## config.mk

```make
export PLATFORM = sky130hd
export DESIGN_NAME = transport_tx_buffer_flat
export DESIGN_NICKNAME = d
export VERILOG_FILES = /design/src/rtl/transport_tx_buffer_if.sv /design/src/rtl/transport_tx_buffer.sv /design/src/flat_wrapper.sv
export SDC_FILE = /design/constraint.sdc
export NUM_CORES = 1
export LEC_CHECK = 0
export ABC_AREA = 0
export ABC_CLOCK_PERIOD_IN_PS = 6470
export BUFFER_PORTS_ARGS = -buffer_cell sky130_fd_sc_hd__buf_2
export CORE_ASPECT_RATIO = 1.2
export CORE_MARGIN = 2
export CORE_UTILIZATION = 63
export DETAILED_ROUTE_END_ITERATION = 8
export MAX_ROUTING_LAYER = met4
export PLACE_DENSITY = 0.82
export SYNTH_ARGS = -nofsm -noshare
export SYNTH_HDL_FRONTEND = slang
export SYNTH_SLANG_ARGS = --single-unit
```

## constraint.sdc

```tcl
create_clock -name clk -period 6.47 [get_ports clk]
set_input_delay 0.647 -clock clk [delete_from_list [all_inputs] [get_ports clk]]
set_output_delay 0.647 -clock clk [all_outputs]
set_load 0.03 [all_outputs]
```

## src/rtl/transport_tx_buffer_if.sv

```systemverilog
// Handshake bundle between transport layer, tx buffer and lane adapter.
// slave = buffer side, master = upstream/lane side.
interface transport_tx_buffer_if #(
  parameter int DEPTH = 16
);
  localparam int LW = $clog2(DEPTH) + 1;

  logic          cl0_s;
  logic          transport_data_flag;
  logic [7:0]    transport_layer_data_in;
  logic          tl_ready;
  logic          lane_rd_en;
  logic [7:0]    lane_data_out;
  logic          lane_data_valid;
  logic [LW-1:0] fifo_level;
  logic          almost_full;
  logic          overflow;
  logic          underflow;

  modport slave (
    input  cl0_s,
    input  transport_data_flag,
    input  transport_layer_data_in,
    input  lane_rd_en,
    output tl_ready,
    output lane_data_out,
    output lane_data_valid,
    output fifo_level,
    output almost_full,
    output overflow,
    output underflow
  );

  modport master (
    output cl0_s,
    output transport_data_flag,
    output transport_layer_data_in,
    output lane_rd_en,
    input  tl_ready,
    input  lane_data_out,
    input  lane_data_valid,
    input  fifo_level,
    input  almost_full,
    input  overflow,
    input  underflow
  );
endinterface

```

## src/rtl/transport_tx_buffer.sv

```systemverilog
// Transport-to-lane byte FIFO with CL0 gating and drain-on-exit.
// Occupancy counter, not pointer equality, separates full from empty.
module transport_tx_buffer #(
  parameter int DEPTH       = 16,
  parameter int AFULL_LEVEL = 12
) (
  input logic                   clk,
  input logic                   reset,
  transport_tx_buffer_if.slave  bus
);
  localparam int AW = $clog2(DEPTH);
  localparam int LW = AW + 1;

  typedef enum logic [1:0] {
    DISABLED,
    ACTIVE,
    DRAIN
  } state_t;

  state_t        r_state;
  logic [AW-1:0] r_wptr;
  logic [AW-1:0] r_rptr;
  logic [LW-1:0] r_level;
  logic [7:0]    r_mem [DEPTH];
  logic [7:0]    r_dout;
  logic          r_valid;
  logic          r_ovf;
  logic          r_unf;

  logic          w_full;
  logic          w_empty;
  logic          w_ready;
  logic          w_wr;
  logic          w_rd;
  logic [LW-1:0] w_level_nxt;

  assign w_full  = (r_level == LW'(DEPTH));
  assign w_empty = (r_level == '0);
  assign w_ready = (r_state == ACTIVE) && !w_full;
  assign w_wr    = bus.transport_data_flag && w_ready;
  assign w_rd    = bus.lane_rd_en && !w_empty
                && (r_state != DISABLED);

  always_comb begin
    w_level_nxt = r_level;
    case ({w_wr, w_rd})
      2'b10:   w_level_nxt = r_level + 1'b1;
      2'b01:   w_level_nxt = r_level - 1'b1;
      default: w_level_nxt = r_level;
    endcase
  end

  always_ff @(posedge clk) begin
    if (w_wr)
      r_mem[r_wptr] <= bus.transport_layer_data_in;
  end

  always_ff @(posedge clk) begin
    if (reset) begin
      r_state <= DISABLED;
      r_wptr  <= '0;
      r_rptr  <= '0;
      r_level <= '0;
      r_dout  <= 8'h00;
      r_valid <= 1'b0;
      r_ovf   <= 1'b0;
      r_unf   <= 1'b0;
    end else begin
      r_valid <= w_rd;
      r_level <= w_level_nxt;
      if (w_rd) begin
        r_dout <= r_mem[r_rptr];
        r_rptr <= r_rptr + 1'b1;
      end
      if (w_wr)
        r_wptr <= r_wptr + 1'b1;
      if (bus.lane_rd_en && w_empty)
        r_unf <= 1'b1;
      if ((r_state == ACTIVE) && w_full
          && bus.transport_data_flag)
        r_ovf <= 1'b1;
      unique case (r_state)
        DISABLED: begin
          r_wptr <= '0;
          r_rptr <= '0;
          r_level <= '0;
          if (bus.cl0_s)
            r_state <= ACTIVE;
        end
        ACTIVE: begin
          if (!bus.cl0_s)
            r_state <= DRAIN;
        end
        DRAIN: begin
          if (bus.cl0_s) begin
            r_state <= ACTIVE;
          end else if (w_level_nxt == '0) begin
            // fully drained: rewind pointers so the buffer restarts clean
            r_state <= DISABLED;
            r_wptr  <= '0;
            r_rptr  <= '0;
          end
        end
        default: r_state <= DISABLED;
      endcase
    end
  end

  assign bus.tl_ready        = w_ready;
  assign bus.lane_data_out   = r_dout;
  assign bus.lane_data_valid = r_valid;
  assign bus.fifo_level      = r_level;
  assign bus.almost_full     = (r_level >= LW'(AFULL_LEVEL));
  assign bus.overflow        = r_ovf;
  assign bus.underflow       = r_unf;
endmodule

```

## src/flat_wrapper.sv

```systemverilog
// flat-port wrapper written by rule: the top's interface ports become plain ports
module transport_tx_buffer_flat 
#(
  parameter int DEPTH       = 16,
  parameter int AFULL_LEVEL = 12
)
  (clk, reset, bus_cl0_s, bus_transport_data_flag, bus_transport_layer_data_in, bus_lane_rd_en, bus_tl_ready, bus_lane_data_out, bus_lane_data_valid, bus_fifo_level, bus_almost_full, bus_overflow, bus_underflow);
  transport_tx_buffer_if #(.DEPTH(DEPTH)) bus_i ();
  input logic clk;
  input logic reset;
  input wire logic [$bits(bus_i.cl0_s)-1:0] bus_cl0_s;
  input wire logic [$bits(bus_i.transport_data_flag)-1:0] bus_transport_data_flag;
  input wire logic [$bits(bus_i.transport_layer_data_in)-1:0] bus_transport_layer_data_in;
  input wire logic [$bits(bus_i.lane_rd_en)-1:0] bus_lane_rd_en;
  output wire logic [$bits(bus_i.tl_ready)-1:0] bus_tl_ready;
  output wire logic [$bits(bus_i.lane_data_out)-1:0] bus_lane_data_out;
  output wire logic [$bits(bus_i.lane_data_valid)-1:0] bus_lane_data_valid;
  output wire logic [$bits(bus_i.fifo_level)-1:0] bus_fifo_level;
  output wire logic [$bits(bus_i.almost_full)-1:0] bus_almost_full;
  output wire logic [$bits(bus_i.overflow)-1:0] bus_overflow;
  output wire logic [$bits(bus_i.underflow)-1:0] bus_underflow;
  assign bus_i.cl0_s = bus_cl0_s;
  assign bus_i.transport_data_flag = bus_transport_data_flag;
  assign bus_i.transport_layer_data_in = bus_transport_layer_data_in;
  assign bus_i.lane_rd_en = bus_lane_rd_en;
  assign bus_tl_ready = bus_i.tl_ready;
  assign bus_lane_data_out = bus_i.lane_data_out;
  assign bus_lane_data_valid = bus_i.lane_data_valid;
  assign bus_fifo_level = bus_i.fifo_level;
  assign bus_almost_full = bus_i.almost_full;
  assign bus_overflow = bus_i.overflow;
  assign bus_underflow = bus_i.underflow;
  transport_tx_buffer #(.DEPTH(DEPTH), .AFULL_LEVEL(AFULL_LEVEL)) u_core (.clk(clk), .reset(reset), .bus(bus_i));
endmodule
```

==> flow_summary.yaml, run 1 <==
status:
  status: "completed"
worst_setup_path:
  crit_family: "compound AO/OA/AOI/OAI gates"
  path_max_fanout: 19
  arrival_ns: 4.45
  setup.worst_path.class: "flip-flop to flip-flop"
  crit_buf_inv: 1
  crit_chain: "or4_1 -> o221ai_4 -> inv_2 -> ha_1 -> xor2_1 -> ha_1 -> or2_0 -> a221o_1 -> o2bb2ai_1 -> xnor2_1 -> a211oi_1"
  cpMaxStageDelayCell: "xnor2_1"
  cp_common_cell: "ha_1"
  required_ns: 6.71
  cp-end-kind: "flip-flop"
  cpPeakStageDelay_ns: 0.65
  worstSetupStartpointType: "flip-flop"
finish:
  nNetsFinal: 430
  final_cell_mix: "edfxtp_1 (128), mux4_2 (32), buf_2 (30)"
  final_common_cell: "edfxtp_1"
  antennaDiodeCount: 0
  fin_util_pct: 72.69
  drive_gt1_share_pct: 26.13
  syn_to_final_growth_pct: 13.79
  final_area_um2: 7167
  final_cells: 547
floorplan:
  num_io_pins: 31
  std_cell_rows: 40
  coreArea_um2: 9859
  die_h_um: 113.5
  die_x_um: 95.28
  start_util_pct: 63.88
  dieArea_um2: 10820
yosys:
  syn-cell-area_um2: 6299
  yosys_register_bits: 154
  ys.flop_type: "edfxtp_1"
  syn_area_per_cell_um2: 16.98
  synth-edff-count: 128
  yosysWarningCount: 0
  synthArstFlopShare_pct: 0
  synth_cell_types: 48
  ys_seq_area_share_pct: 69.29
  synth_nets: 393
  postSynthCellCount: 371
power:
  powerDensity_nw_per_um2: 291.5
  fin_total_pwr_mw: 2.089
  p_leak_nw: 2.391
  ir_drop_mv: 0.1800
drt:
  ant_nets: 0
  drt-wirelength-per-cell_um: 23.76
  vias: 3542
  via_per_inst: 6.475
  firstDrtPassIters: 5
  drt-total-wl_mm: 13.00
  drc: 0
  drtIter0Drc: 417
clock_tree:
  ctsResizeCount: 0
  numCtsBuffers: 17
  insertion_delay_ns: 0.41
  post_cts_buffers: 0
  htree_levels: 4
  clk_pin_slew_ns: 0.06
  cts_tree: "built"
  clkSinkCount: 154
  root_buffer: "clkbuf_16"
  cts_hold_buf: 0
  clk_path_buf_depth: 2
grt:
  grt_remaining_overflow: 0
  met1_usage_pct: 32.24
  grt_pass1_wl_mm: 20.02
  met2_usage_pct: 43.94
  grt.total_usage_pct: 27.00
  grt_max_degree: 34
  grtUsageMet3_pct: 7.133
  grt_pass1_vias: 3617
  grt-busiest-layer: "met2"
  antenna_found_initial: 0
worst_hold_path:
  hold_class: "input pin to flip-flop"
placed_design:
  place_area_um2: 6580
  gp_congestion: 0.7642
  dp.cells: 515
  port_buffers: 30
  post-place-ws_ns: 2.383
  dpl.hpwl_mm: 7.962
sta:
  skew_ns: 0.008336
  finalHoldWorstSlack_ns: 0.4435
  worst_slew_pin_slew_ns: 0.9919
  hold_violations: 0
  worst_slack_ns: 2.260
  tns_ns: 0
  max_slew_margin_pct: 33.63
  period_needed_ns: 4.210
  rsz0062_at_grt: "false"
  fin_crit_sh_pct: 65.07
  setup_viol_count_final: 0
  fmax_mhz: 237.5
  finalMaxSlewViolations: 0
job:
  maxCapViolations: 0
==> layout make-up <==
cell class | instances | area (µm²)
Inverter | 11 | 41.29
Sequential cell | 154 | 4365
Fill cell | 548 | 2693
Multi-Input combinational cell | 184 | 1790
Tap cell | 126 | 157.7
Clock inverter | 12 | 150.1
Timing Repair Buffer | 40 | 225.2
Clock buffer | 20 | 436.7
==> path summary, 6_finish.rpt <==
path,endpoint,startpoint,slack [ns],cells after the start
max,u_core.r_wptr[2],u_core.bus.fifo_level[1],2.26,11
min,u_core.r_state[1],bus_cl0_s,0.44,2
max reg2reg,u_core.r_wptr[2],u_core.bus.fifo_level[1],2.26,11
min reg2reg,u_core.bus.overflow,u_core.bus.overflow,0.48,1
==> state kept, by name, summed over array words and instances, names as in the netlist <==
signal                      cells
u_core.r_state                  2
u_core.bus.underflow            1
u_core.bus.lane_data_out        8
u_core.r_rptr                   4
u_core.bus.lane_data_valid      1
u_core.r_wptr                   4
u_core.bus.overflow             1
u_core.r_mem                  128
u_core.bus.fifo_level           5
==> cells by family after synthesis <==
family                   count (synthesis)  share of synthesized area, %
multiplexers                            35                         11.92
buffers and inverters                   33                         2.284
adder cells (fa/ha/maj)                  9                         1.788
AND/OR/NAND/NOR                         70                         6.218
flip-flops                             154                         69.29
AO/OA/AOI/OAI                           60                         7.112
XOR/XNOR                                10                         1.390
==> synth_stat cells (all sizes together), types with 7 or more instances <==
library cell,instances,area share (%)
a211oi,9,1.1
a21oi,20,1.6
a22oi,16,1.9
buf,13,1.1
clkbuf,9,0.54
dfxtp,26,8.3
edfxtp,128,61
ha,9,1.8
inv,11,0.66
mux4,32,11
nand2,7,0.42
nor2,24,1.4
==> report_power, final <==
part           total [mW]  switching [mW]  internal, mW
Sequential           1.08         0.00228          1.08
Combinational      0.0361          0.0262       0.00989
Clock               0.976           0.372         0.604
Total                2.09           0.401          1.69
==> metal layers <==
layer  wire, µm  part of all wire (%)
met1       4919                    38
met2       6795                    52
met3        900                   6.9
met4        381                   2.9
met5          0                     0
(Power assumes the default switching activity.)
==> run 2, diff against run 1 <==
- ABC_AREA: 0 -> 1
- ABC_CLOCK_PERIOD_IN_PS: 6470 -> 3600
- CORE_UTILIZATION: 63 -> 55
- PLACE_DENSITY: 0.82 -> 0.75
- clock period: 6.47 -> 3.6 ns (I/O delays scaled with it)
==> flow_summary.yaml, run 2 <==
finish:
  multi_input_comb_area_um2: 1866
  final_cell_mix: "edfxtp_1 (128), nor2_1 (108), o21ai_0 (66)"
  regMostFlops: "u_core.r_mem"
  largest_reg_flops: 128
  syn_to_final_growth_pct: 11.81
  nNetsFinal: 603
  final_common_cell: "edfxtp_1"
  nFillCells: 875
  drive_gt1_share_pct: 17.00
  antennaDiodeCount: 0
  regArea_um2: 4365
yosys:
  syn_area_per_cell_um2: 11.70
  yosysWarningCount: 0
  yosys_register_bits: 154
  yosysTopAreaCellShare_pct: 59.20
  synth_cell_types: 40
  ys_seq_area_share_pct: 67.22
  syn-cell-area_um2: 6492
  ys_top_cells_by_area: "edfxtp_1 (59%), dfxtp_1 (8.0%), nor2_1 (6.2%)"
  ys.flop_type: "edfxtp_1"
  postSynthCellCount: 555
  synthArstFlopShare_pct: 0
  synth_most_common_cell: "edfxtp_1"
  synth.top_cells.by_count: "edfxtp_1 (128), nor2_1 (108), o21ai_0 (66), nand2_1 (41), inv_1 (32)"
  synth-edff-count: 128
  yosysTopAreaCell: "edfxtp_1"
  synth_nets: 577
sta:
  fmax_mhz: 346.7
  skew_ns: 0.01097
  hold_violations: 0
  rsz0062_at_grt: "false"
  worst_slew_pin_slew_ns: 1.004
  tns_ns: 0
  finalMaxSlewViolations: 0
  fin_crit_sh_pct: 80.12
  period_needed_ns: 2.884
  setup_viol_count_final: 0
  max_slew_margin_pct: 32.99
worst_setup_path:
  setup.worst_path.class: "flip-flop to flip-flop"
  reg2reg_slack_ns: 0.72
  crit_chain: "nor4_4 -> nand2_2 -> nand2_2 -> inv_2 -> ha_1 -> nor2_1 -> nor2_2 -> ha_1 -> inv_1 -> nand2_2 -> nand3_2 -> nand2_1 -> nand2_1 -> nand2_2 -> a21oi_4 -> nand4_4 -> nand2_4 -> nor2_2"
  cpMaxStageDelayCell: "nor4_4"
  cp-end-kind: "flip-flop"
  path_max_fanout: 22
  r2r-end: "u_core.r_wptr[2]"
  crit_family: "simple AND/OR/NAND/NOR gates"
  arrival_ns: 3.20
  reg2reg_depth: 18
  crit_buf_inv: 2
  cpPeakStageDelay_ns: 0.41
  cp_common_cell: "nand2_2"
  reg2reg_from: "u_core.bus.fifo_level[0]"
  worstSetupStartpointType: "flip-flop"
  cp_num_cells: 18
  required_ns: 3.92
floorplan:
  die_x_um: 103.2
  dieArea_um2: 12690
  num_io_pins: 31
  start_util_pct: 56.39
  coreArea_um2: 11510
  die_h_um: 123.0
  std_cell_rows: 43
drt:
  drt-total-wl_mm: 13.99
  firstDrtPassIters: 8
  drt-wirelength-per-cell_um: 18.62
  via_per_inst: 5.792
  vias: 4350
  drc: 0
  ant_nets: 0
  drtIter0Drc: 415
power:
  ir_drop_mv: 0.3179
  fin_total_pwr_mw: 3.568
  p_leak_nw: 2.562
  powerDensity_nw_per_um2: 491.4
clock_tree:
  post_cts_buffers: 0
  root_buffer: "clkbuf_16"
  cts_tree: "built"
  ctsResizeCount: 0
  clk_path_buf_depth: 2
  insertion_delay_ns: 0.42
  cts_hold_buf: 0
  clk_pin_slew_ns: 0.06
  numCtsBuffers: 17
  htree_levels: 4
  clkSinkCount: 154
grt:
  grt_remaining_overflow: 0
  antenna_found_initial: 0
  grt_pass1_wl_mm: 21.46
  grt_pass1_vias: 4098
  grt_max_degree: 68
  grt.total_usage_pct: 24.12
worst_hold_path:
  hold_class: "input pin to flip-flop"
  min_path_cells: 3
  worstHoldStart: "bus_cl0_s"
  hold_end: "u_core.r_state[0]"
job:
  maxCapViolations: 0
placed_design:
  dpl.hpwl_mm: 8.603
  port_buffers: 30
  gp_congestion: 0.8502
status:
  status: "completed"
-- run 2: cell types whose count changed after synthesis, sizes merged, moves of 7 or more --
cell	previous run	this run
nor2	24	123
o211ai	0	12
a211oi	9	0
inv	11	36
o22ai	0	12
a21oi	20	3
nand2	7	52
clkbuf	9	16
nand3	2	21
o21ai	2	70
a22oi	16	0
o221ai	2	20
mux4	32	0
-- run 2: worst register-to-register path: stages (launching register included) --
cell and delay [ns]:
dfxtp_1 0.37, nor4_4 0.41, nand2_2 0.08, nand2_2 0.12, inv_2 0.20, ha_1 0.36
nor2_1 0.16, nor2_2 0.07, ha_1 0.17, inv_1 0.06, nand2_2 0.07, nand3_2 0.08
nand2_1 0.05, nand2_1 0.07, nand2_2 0.06, a21oi_4 0.16, nand4_4 0.12, nand2_4 0.13
nor2_2 0.04
-- run 2: worst max path at each step --
stage	start	to	slack, ns
finish	u_core.bus.fifo_level[0]	u_core.r_wptr[2]	0.72
global route	u_core.bus.fifo_level[0]	u_core.r_rptr[0]	0.44
CTS	u_core.bus.fifo_level[0]	u_core.r_rptr[0]	0.69
detailed placement	u_core.bus.fifo_level[0]	u_core.r_rptr[0]	0.69
global placement	u_core.bus.fifo_level[0]	u_core.r_rptr[0]	0.81
floorplan	u_core.bus.fifo_level[0]	u_core.r_rptr[0]	0.88
-- run 2: cell families (layout without fill, tap and decap cells) --
| kind of cell | Yosys count | in the layout | synth area share (%) |
|---|---|---|---|
| simple gates | 201 | 201 | 14.34 |
| flops | 154 | 154 | 67.22 |
| compound gates | 121 | 121 | 11.58 |
| buf+inv | 63 | 102 | 4.047 |
| fa+ha+maj | 9 | 9 | 1.734 |
| xor+xnor | 6 | 6 | 0.9251 |
| mux | 1 | 1 | 0.1542 |
-- run 2: metrics by stage --
stage	utilization (%)	hold slack, ns	area, µm²	worst slack [ns]	instances
floorplan	-	0.4589	6492	0.8837	555
global placement	58.59	0.4457	6745	0.8069	719
detailed placement	58.59	0.4587	6745	0.6930	719
CTS	63.05	0.1722	7259	0.6921	751
global route	63.05	0.1809	7259	0.4357	751
finish	63.05	0.1878	7259	0.7157	751
-- run 2: per-layer routing --
layer	vias to the layer above	share of wire [%]	global-route usage, %
li1	2030	-	-
met1	2099	40	30.06
met2	189	49	38.07
met3	32	7.4	5.370
met4	0	3.0	10.44
met5	-	0	-
-- run 2: report_power, final --
group	internal, mW	switching [mW]	total, mW
clock	0.872	0.675	1.55
combinational	0.0213	0.0617	0.0829
sequential	1.93	0.00372	1.94
total	2.83	0.741	3.57
-- run 2: layout make-up --
cell class	count	area share (%)
Clock buffer	20	6.015
Clock inverter	12	1.069
Inverter	36	1.896
Multi-Input combinational cell	338	25.70
Sequential cell	154	60.13
Tap cell	157	2.706
Timing Repair Buffer	34	2.482
==> run 3, diff against run 2 <==
- ABC_CLOCK_PERIOD_IN_PS: 3600 -> 3000
- CORE_UTILIZATION: 55 -> 61
- PLACE_DENSITY: 0.75 -> 0.79
- clock period: 3.6 -> 3 ns (I/O delays scaled with it)
==> flow_summary.yaml, run 3 (synthesized netlist as in run 2, its figures left out) <==
clock_tree:
  htree_levels: 4
  clk_pin_slew_ns: 0.06
  cts_tree: "built"
  clk_path_buf_depth: 2
  cts_hold_buf: 0
  root_buffer: "clkbuf_16"
  insertion_delay_ns: 0.42
  numCtsBuffers: 17
  clkSinkCount: 154
drt:
  ant_nets: 0
  firstDrtPassIters: 5
  wl_met1_mm: 5.719
  drtIter0Drc: 539
  via_per_inst: 6.164
  met2_length_mm: 7.160
  vias: 4475
  drc: 0
  drt-wirelength-per-cell_um: 19.83
  dr.max_layer_used: "met4"
  drt-total-wl_mm: 14.40
  wl_met3_mm: 1.046
status:
  status: "completed"
grt:
  grt_remaining_overflow: 0
  grt.total_usage_pct: 26.77
  grt_pass1_vias: 4149
  antenna_found_initial: 0
  grt_pass1_wl_mm: 22.19
  grt_max_degree: 68
worst_setup_path:
  arrival_ns: 3.10
  reg2reg_depth: 18
  cp_common_cell: "nand2_1"
  worstSetupStartpointType: "flip-flop"
  path_max_fanout: 6
  cp-end-kind: "flip-flop"
  setup.worst_path.class: "flip-flop to flip-flop"
  crit_family: "simple AND/OR/NAND/NOR gates"
  cp_num_cells: 18
  crit_chain: "nor4_4 -> nand2_1 -> nand2_2 -> ha_2 -> nand2_1 -> inv_1 -> nor2_2 -> ha_1 -> inv_1 -> nand2_2 -> nor2_1 -> nor2_1 -> nand2_1 -> o21ai_2 -> nor2_4 -> nand4_4 -> nand2_4 -> nor2_2"
  cpMaxStageDelayCell: "nor4_4"
  cpPeakStageDelay_ns: 0.44
  crit_buf_inv: 2
  required_ns: 3.30
floorplan:
  num_io_pins: 31
  die_h_um: 117.0
  std_cell_rows: 41
  coreArea_um2: 10470
  die_x_um: 98.18
  start_util_pct: 62.04
  dieArea_um2: 11490
finish:
  largest_reg_flops: 128
  multi_input_comb_area_um2: 1868
  drive_gt1_share_pct: 18.43
  final_cell_mix: "edfxtp_1 (128), nor2_1 (108), o21ai_0 (66)"
  regArea_um2: 4365
  regMostFlops: "u_core.r_mem"
  nFillCells: 672
  antennaDiodeCount: 0
  final_area_um2: 7386
  final_common_cell: "edfxtp_1"
  nNetsFinal: 606
  syn_to_final_growth_pct: 13.76
worst_hold_path:
  hold_class: "input pin to flip-flop"
  min_path_cells: 3
placed_design:
  dpl.hpwl_mm: 8.558
  gp_congestion: 0.9604
  post-place-ws_ns: 0.1889
  place_area_um2: 6725
  port_buffers: 30
sta:
  finalMaxSlewViolations: 0
  hold_violations: 0
  fin_crit_sh_pct: 93.21
  period_needed_ns: 2.796
  max_slew_margin_pct: 29.53
  worst_slack_ns: 0.2036
  skew_ns: 0.006879
  tns_ns: 0
  fmax_mhz: 357.6
  worst_slew_pin_slew_ns: 1.056
  rsz0062_at_grt: "false"
  setup_viol_count_final: 0
job:
  maxCapViolations: 0
power:
  powerDensity_nw_per_um2: 641.9
  ir_drop_mv: 0.5326
  p_leak_nw: 2.645
[run 3: cell count changes in the layout (fill, tap and decap cells not counted), sizes merged]
cell,before,now
clkinvlp,5,4
inv,37,36
bufinv,0,5
clkbuf,20,17
buf,34,37
[run 3: metrics by stage]
stage / instances / total power [mW] / hold slack [ns] / util [%]
after floorplan: 555 / 2.420 / 0.3989 / -
after global placement: 693 / 2.463 / 0.4670 / 64.26
after detailed placement: 693 / 2.467 / 0.4609 / 64.26
after CTS: 725 / 4.751 / 0.1170 / 70.48
after global routing: 726 / 4.849 / 0.1315 / 70.58
final: 726 / 4.741 / 0.1232 / 70.58
[run 3: final timing paths]
| path | startpoint | to | slack (ns) |
|---|---|---|---|
| setup / recovery | u_core.bus.fifo_level[2] | u_core.r_rptr[0] | 0.20 |
| hold / removal | bus_cl0_s | u_core.r_state[0] | 0.12 |
| setup reg to reg | u_core.bus.fifo_level[2] | u_core.r_rptr[0] | 0.20 |
| hold reg to reg | u_core.bus.underflow | u_core.bus.underflow | 0.47 |
[run 3: area by class of cell]
| class | count | share of cell area [%] |
|---|---|---|
| flip-flops and latches | 154 | 59.11 |
| multi-input cells | 338 | 25.29 |
| clock buffers | 17 | 5.760 |
| clock inverters | 15 | 3.049 |
| repair buffers | 37 | 2.744 |
| well taps | 129 | 2.185 |
| inverters | 36 | 1.863 |
[run 3: tightest hold or removal path, cell delays in order]
cell	delay, ns
buf_2	0.11
nand2_1	0.06
nor2_1	0.03
[run 3: timing repair]
item / CTS / global route
hold endpoints to repair: 0 / 0
setup endpoints to repair: 0 / 9
buffers inserted: 0 / 1
gates resized for setup: 0 / 1
[run 3: power by group]
part           switching [mW]  leakage (nW)  internal (mW)
clock network           0.842         0.305           1.48
registers             0.00444          1.36           2.32
logic                  0.0727         0.978         0.0258
[run 3: metal layers]
layer	vias to the layer above	GRT usage (%)
li1	2035	-
met1	2184	33.90
met2	220	42.88
met3	36	5.344
met4	0	11.51
met5	-	-
